--- src/rtl/kypd_pkg.sv ---
// Shared definitions for the 4x4 keypad scanner: debounce FSM encoding, key map
// table, parameter defaults and small lookup helpers.
package kypd_pkg;

   localparam int SCAN_DIV_DEFAULT       = 100000;
   localparam int DEBOUNCE_SCANS_DEFAULT = 4;

   localparam logic [1:0] ST_IDLE        = 2'd0;
   localparam logic [1:0] ST_PRESS_CHK   = 2'd1;
   localparam logic [1:0] ST_HELD        = 2'd2;
   localparam logic [1:0] ST_RELEASE_CHK = 2'd3;

   // Nibble index is {column, row}; nibble 0 is column 0 / row 0 (key 1).
   localparam logic [15:0][3:0] KEY_MAP = 64'hDCBA_E963_F852_0741;

   typedef struct packed {
      logic       hit;
      logic [3:0] code;
   } pass_result_t;

   function automatic logic [3:0] key_lookup(input logic [1:0] col, input logic [1:0] row);
      return KEY_MAP[{col, row}];
   endfunction

   // Lowest-numbered active-low row wins so multi-key presses resolve deterministically.
   function automatic logic [1:0] first_low_row(input logic [3:0] rows_n);
      logic [1:0] idx;
      idx = 2'd0;
      for (int i = 3; i >= 0; i--) begin
         if (!rows_n[i]) begin
            idx = 2'(i);
         end
      end
      return idx;
   endfunction

endpackage

--- src/rtl/kypd_row_sync.sv ---
// Two-flop synchronizer for the active-low keypad row lines; resets to the idle
// (all released) pattern so no phantom key is seen coming out of reset.
module kypd_row_sync (
   input  logic       clk,
   input  logic       rst,
   input  logic [3:0] rows_async,
   output logic [3:0] rows_sync
);

   logic [3:0] meta_reg;
   logic [3:0] sync_reg;

   always_ff @(posedge clk) begin
      if (rst) begin
         meta_reg <= 4'b1111;
         sync_reg <= 4'b1111;
      end else begin
         meta_reg <= rows_async;
         sync_reg <= meta_reg;
      end
   end

   assign rows_sync = sync_reg;

endmodule

--- src/rtl/keypad_scanner.sv ---
// 4x4 matrix keypad scanner: steps an active-low column drive, captures the first
// pressed key of each full scan pass and debounces press/release over whole passes.
module keypad_scanner
   import kypd_pkg::*;
#(
   parameter int SCAN_DIV       = SCAN_DIV_DEFAULT,
   parameter int DEBOUNCE_SCANS = DEBOUNCE_SCANS_DEFAULT
) (
   input  logic       clk,
   input  logic       rst,
   input  logic [3:0] rows,
   output logic [3:0] cols,
   output logic [3:0] key_code,
   output logic       key_valid,
   output logic       key_release,
   output logic       key_held
);

   localparam int               DIV_W      = $clog2(SCAN_DIV);
   localparam logic [DIV_W-1:0] DIV_LAST   = DIV_W'(SCAN_DIV - 1);
   localparam logic [3:0]       AGREE_DONE = 4'(DEBOUNCE_SCANS);

   logic [3:0]       rows_sync;
   logic [DIV_W-1:0] div_reg, div_next;
   logic [1:0]       col_idx_reg, col_idx_next;
   logic             sample_tick;
   logic             pass_done;
   pass_result_t     pass_reg, pass_next, pass_result;
   logic [1:0]       state_reg, state_next;
   logic [3:0]       agree_reg, agree_next;
   logic [3:0]       cand_reg, cand_next;
   logic [3:0]       key_code_reg, key_code_next;
   logic             key_valid_reg, key_valid_next;
   logic             key_release_reg, key_release_next;

   kypd_row_sync u_row_sync (
      .clk        (clk),
      .rst        (rst),
      .rows_async (rows),
      .rows_sync  (rows_sync)
   );

   // Column timing: each column is driven for SCAN_DIV cycles and sampled on the last one,
   // leaving the synchronizer plenty of settling time after the column switches.
   assign sample_tick  = (div_reg == DIV_LAST);
   assign pass_done    = sample_tick && (col_idx_reg == 2'd3);
   assign div_next     = sample_tick ? '0 : div_reg + DIV_W'(1);
   assign col_idx_next = sample_tick ? col_idx_reg + 2'd1 : col_idx_reg;

   for (genvar gi = 0; gi < 4; gi++) begin : g_col_drive
      assign cols[gi] = (col_idx_reg != 2'(gi));
   end

   // pass_result merges the current sample into the running pass so the FSM sees the
   // complete pass on the column-3 sample cycle, while the register clears for the next pass.
   always_comb begin
      pass_result = pass_reg;
      if (sample_tick && !pass_reg.hit && (rows_sync != 4'b1111)) begin
         pass_result.hit  = 1'b1;
         pass_result.code = key_lookup(col_idx_reg, first_low_row(rows_sync));
      end
      pass_next = pass_done ? '0 : pass_result;
   end

   always_comb begin
      state_next       = state_reg;
      agree_next       = agree_reg;
      cand_next        = cand_reg;
      key_code_next    = key_code_reg;
      key_valid_next   = 1'b0;
      key_release_next = 1'b0;
      if (pass_done) begin
         case (state_reg)
            ST_IDLE: begin
               if (pass_result.hit) begin
                  cand_next  = pass_result.code;
                  agree_next = 4'd1;
                  state_next = ST_PRESS_CHK;
               end
            end
            ST_PRESS_CHK: begin
               if (!pass_result.hit) begin
                  agree_next = 4'd0;
                  state_next = ST_IDLE;
               end else if (pass_result.code != cand_reg) begin
                  cand_next  = pass_result.code;
                  agree_next = 4'd1;
               end else begin
                  agree_next = agree_reg + 4'd1;
                  if (agree_reg + 4'd1 >= AGREE_DONE) begin
                     state_next     = ST_HELD;
                     key_code_next  = cand_reg;
                     key_valid_next = 1'b1;
                  end
               end
            end
            ST_HELD: begin
               // Any hit keeps the key held; a second key never generates a new press.
               if (!pass_result.hit) begin
                  agree_next = 4'd1;
                  state_next = ST_RELEASE_CHK;
               end
            end
            ST_RELEASE_CHK: begin
               if (pass_result.hit) begin
                  state_next = ST_HELD;
               end else begin
                  agree_next = agree_reg + 4'd1;
                  if (agree_reg + 4'd1 >= AGREE_DONE) begin
                     agree_next       = 4'd0;
                     state_next       = ST_IDLE;
                     key_release_next = 1'b1;
                  end
               end
            end
            default: begin
               state_next = ST_IDLE;
               agree_next = 4'd0;
            end
         endcase
      end
   end

   always_ff @(posedge clk) begin
      if (rst) begin
         div_reg         <= '0;
         col_idx_reg     <= 2'd0;
         pass_reg        <= '0;
         state_reg       <= ST_IDLE;
         agree_reg       <= 4'd0;
         cand_reg        <= 4'h0;
         key_code_reg    <= 4'h0;
         key_valid_reg   <= 1'b0;
         key_release_reg <= 1'b0;
      end else begin
         div_reg         <= div_next;
         col_idx_reg     <= col_idx_next;
         pass_reg        <= pass_next;
         state_reg       <= state_next;
         agree_reg       <= agree_next;
         cand_reg        <= cand_next;
         key_code_reg    <= key_code_next;
         key_valid_reg   <= key_valid_next;
         key_release_reg <= key_release_next;
      end
   end

   assign key_code    = key_code_reg;
   assign key_valid   = key_valid_reg;
   assign key_release = key_release_reg;
   assign key_held    = (state_reg == ST_HELD) || (state_reg == ST_RELEASE_CHK);

endmodule

--- config.mk ---
export PLATFORM = sky130hd
export DESIGN_NAME = keypad_scanner
export DESIGN_NICKNAME = d
export VERILOG_FILES = /design/src/rtl/kypd_pkg.sv /design/src/rtl/kypd_row_sync.sv /design/src/rtl/keypad_scanner.sv
export SDC_FILE = /design/constraint.sdc
export NUM_CORES = 1
export LEC_CHECK = 0
export CORE_UTILIZATION = 40
export CTS_BUF_LIST = sky130_fd_sc_hd__clkbuf_4
export CTS_CLUSTER_DIAMETER = 150
export CTS_CLUSTER_SIZE = 12
export DETAILED_ROUTE_END_ITERATION = 10
export PLACE_DENSITY = 0.6
export SYNTH_ARGS = -nofsm -noshare
export SYNTH_HDL_FRONTEND = slang
export SYNTH_HIERARCHICAL = 1
export SYNTH_SLANG_ARGS = --single-unit
--- constraint.sdc ---
create_clock -name clk -period 5 [get_ports clk]
set_input_delay 0.5 -clock clk [delete_from_list [all_inputs] [get_ports clk]]
set_output_delay 0.5 -clock clk [all_outputs]
set_load 0.005 [all_outputs]
==> results.md <==
- Status: complete, no violations
- Area growth, synth to finish: 10.1%
- Final Hold Fails: 0
- Highest-delay cell along the critical path: nor3_1
- Synth Instances: around 260
- Most common cell in the synthesized netlist: dfxtp_1
- Setup crit start kind: flop
- Largest net degree at the start of global routing: 30
- WP data required: approximately 5.3 ns
- Initial DRC Count: 75
- Post_cts resized: 0
- Worst path cell trace: nand2b_1 -> a21oi_1 -> inv_1 -> ha_1 -> inv_1 -> mux4_2 -> xor2_1 -> a31oi_1 -> nor3_1 -> o2111ai_1 -> a21oi_1
- Area of the multi-input gates: 1310 µm²
- Synth cell types: 48
- ANT nets after route: 0
- CP Class: flop to flop
- Nets: 289
- Placer Congestion: 0.758
- Syn Area/Cell: 9.10 µm²
- Hold Buf Count CTS: 0
- Flops & latches, synth: 48
- Crit Reg-Reg Startpoint: u_row_sync/rows_sync[3]$_SDFF_PP1_
- Initial cell density of the core: between 40% and 50%
- Site Rows: 27
- Slew at the pin closest to its max-slew limit: around 0.95 ns
- Drt pass-1 iters: 4
- Total CTS buffers: 5
- Post-route DRC: 0
- Vias/cell: roughly 5
- Seq/Total Area, Yosys: approximately 40%
- Final worst path period share: 61.2%
- Combinational Power Share: 4.9%
- Worst reg2reg path depth: 11
- Vias: 1763
- CTS Sinks: 48
- VDD IR max: 0.125 mV
- Top_reg_cell synth: dfxtp_1
- Slowest stage delay, CP: between 0.6 and 0.7 ns
- Fill count: between 500 and 600
- Internal: 0.450 mW
- Setup slack, reg-to-reg: approximately 1.9 ns
- Worst Hold End: u_row_sync/rows_sync[0]$_SDFF_PP1_
- Top post-synthesis cells by count: dfxtp_1 (48), nor2_1 (36), xor2_1 (16), nand2_1 (15)
- P_leak: 0.953 nW
- # diodes: 0
- WHS Path Cells: 1
- Vias in the first global route: around 1500
- PwrDens: 223 nW/µm²
- Reg clk slew, reported paths: 0.12 ns
- DR WL/cell: 11.3 µm
- Hold Crit Class: flop to flop
- Crit path time final: 3.06 ns
- Final WL: 3920 µm
- RR Endpoint: agree_reg[3]$_SDFFE_PP0P_
- CTS tree: done
- Net Count, Synth: 275
- Fmax: about 0.33 GHz
- Switch share: 23.0%
- Final setup TNS: 0 ns
- EDFF count, synth: 0
- H-tree depth: 2
- DIE HEIGHT: 79.1 µm
- Initial antenna violation count: 0
- Synthesized area: ~2400 µm²
- Yosys warns: 6
- Final setup viols: 0
- Fin. max-slew vios: 0
- CORE AREA: about 5600 µm²
- Worst-path fanout max: 7
- Tot GR Track Use: between 10 and 15%
- Setup Fix Bufs, Post-CTS: 0
- Sw Pwr: 0.134 mW
- Grt ovf: 0
- Sequential share of power: ~67%
- # IOs: 17
- Latest clock arrival within the worst-skew pair: between 0.3 and 0.4 ns
- RSZ-0062 raised after global routing: no
- DP HPWL: 2870 µm
- PortBufs: 16
- Slew HR: 36.3%
- Hold_sp: u_row_sync/meta_reg[0]$_SDFF_PP1_
- Clock network power share: 28.2%
- Die W: a little under 80 µm
- Largest area contributor in the netlist: dfxtp_1
- Clock skew: roughly 0.014 ns
- Ys async rst share: 0%
- WP data arrival: 3.33 ns
- FF+latch area: 961 µm²
- Post-route cell area: 2620 µm²
- Root buffer cell: clkbuf_4
- Main area contributors after synthesis: dfxtp_1 (40%), xor2_1 (5.9%), nor2_1 (5.7%)
- Max reg flops: 17
- Max Cap Viol: 0
- Full die area: ~6200 µm²
- Max clock buf depth: 2
- Global-route wire length before repair: 6840 µm
- Share of cells above drive strength 1: 8.00%
- CP Capture Type: flop
- Placed instance area: 2570 µm²
- Post-synth top area share: 40.5%
==> metal layers <==
metal / part of all wire [%] / wire, µm / up-vias / global-route usage, %
li1: - / - / 926 / -
met1: 51 / 1980 / 812 / 18.0
met2: 45 / 1760 / 19 / 22.1
met3: 3.1 / 120 / 6 / 3.45
met4: 1.5 / 58 / 0 / 4.91
met5: 0 / 0 / - / 0
==> per-stage QoR <==
step / hold slack (ns) / utilization [%] / setup slack [ns] / instances / power [mW]
finish: 0.416 / 46.6 / 1.94 / 347 / 0.584
global route: 0.432 / 46.6 / 1.67 / 347 / 0.614
CTS: 0.420 / 46.6 / 1.91 / 347 / 0.594
detailed placement: 0.390 / 45.8 / 1.94 / 340 / 0.429
global placement: 0.388 / 45.8 / 2.02 / 340 / 0.428
floorplan: 0.383 / - / 2.24 / 261 / 0.420
==> how the worst max path moves through the flow <==
stage / startpoint / to / slack (ns) / cells after the start
final: u_row_sync/rows_sync[3]$_SDFF_PP1_ / agree_reg[3]$_SDFFE_PP0P_ / 1.94 / 11
after global routing: u_row_sync/rows_sync[3]$_SDFF_PP1_ / agree_reg[2]$_SDFFE_PP0P_ / 1.67 / 11
after CTS: u_row_sync/rows_sync[3]$_SDFF_PP1_ / agree_reg[3]$_SDFFE_PP0P_ / 1.91 / 11
after global placement: u_row_sync/rows_sync[3]$_SDFF_PP1_ / agree_reg[0]$_SDFFE_PP0P_ / 2.02 / 11
after detailed placement: u_row_sync/rows_sync[3]$_SDFF_PP1_ / agree_reg[3]$_SDFFE_PP0P_ / 1.94 / 11
after floorplan: u_row_sync/rows_sync[3]$_SDFF_PP1_ / cand_reg[0]$_SDFFE_PP0P_ / 2.24 / 11
==> placed cells by master (no fill, tap or decap), types with 3 or more instances in the layout <==
cell             Yosys  layout
nand3_1             11      11
a21oi_1             13      13
ha_1                 8       8
nand2_1             15      15
a21o_1               3       3
clkdlybuf4s50_1      0      16
dfxtp_1             48      48
xnor2_1              8       8
nor2_1              36      36
nand4_1              4       4
a31oi_1              3       3
xor2_1              16      16
o2111ai_1            3       3
or2_1                8       8
o21ai_0              5       5
a211oi_1             3       3
inv_1               13      13
nand2b_1             3       3
or2_2                3       3
and3_1               4       4
mux2i_1              6       6
a311oi_1             4       4
clkbuf_4             0       5
==> critical path, delay by kind of cell (launching register included) <==
| family | cells | cell delay (ns) |
|---|---|---|
| AOI/OAI and AO/OA | 4 | 0.81 |
| and+or+nand+nor | 2 | 0.79 |
| muxes | 1 | 0.48 |
| DFF | 1 | 0.34 |
| adders and majority gates | 1 | 0.30 |
| xor gates and xnor gates | 1 | 0.15 |
| buffers and inverters | 2 | 0.13 |
==> power by group through the flow <==
stage               logic (mW)  clock network [mW]  registers, mW
finish                  0.0289               0.164          0.391
global route            0.0331               0.189          0.392
CTS                     0.0295               0.174          0.391
detailed placement      0.0293                   0          0.399
global placement        0.0291                   0          0.399
floorplan               0.0216                   0          0.399
==> cells by family after synthesis <==
kind of cell | after synthesis | synth area share [%]
simple gates | 111 | 26.9
xor+xnor | 24 | 8.85
compound gates | 40 | 11.3
flops | 48 | 40.5
mux | 7 | 3.48
fa+ha+maj | 9 | 4.64
buf+inv | 22 | 4.37
==> cell type report <==
cell class / count / area share (%)
clock buffer: 5 / 1.44
multi-input combinational: 191 / 50.1
sequential: 48 / 36.7
clock inverter: 2 / 0.287
tap: 72 / 3.44
timing repair buffer: 16 / 6.12
inverter: 13 / 1.87
No activity file was read; power rests on OpenSTA's default activity.
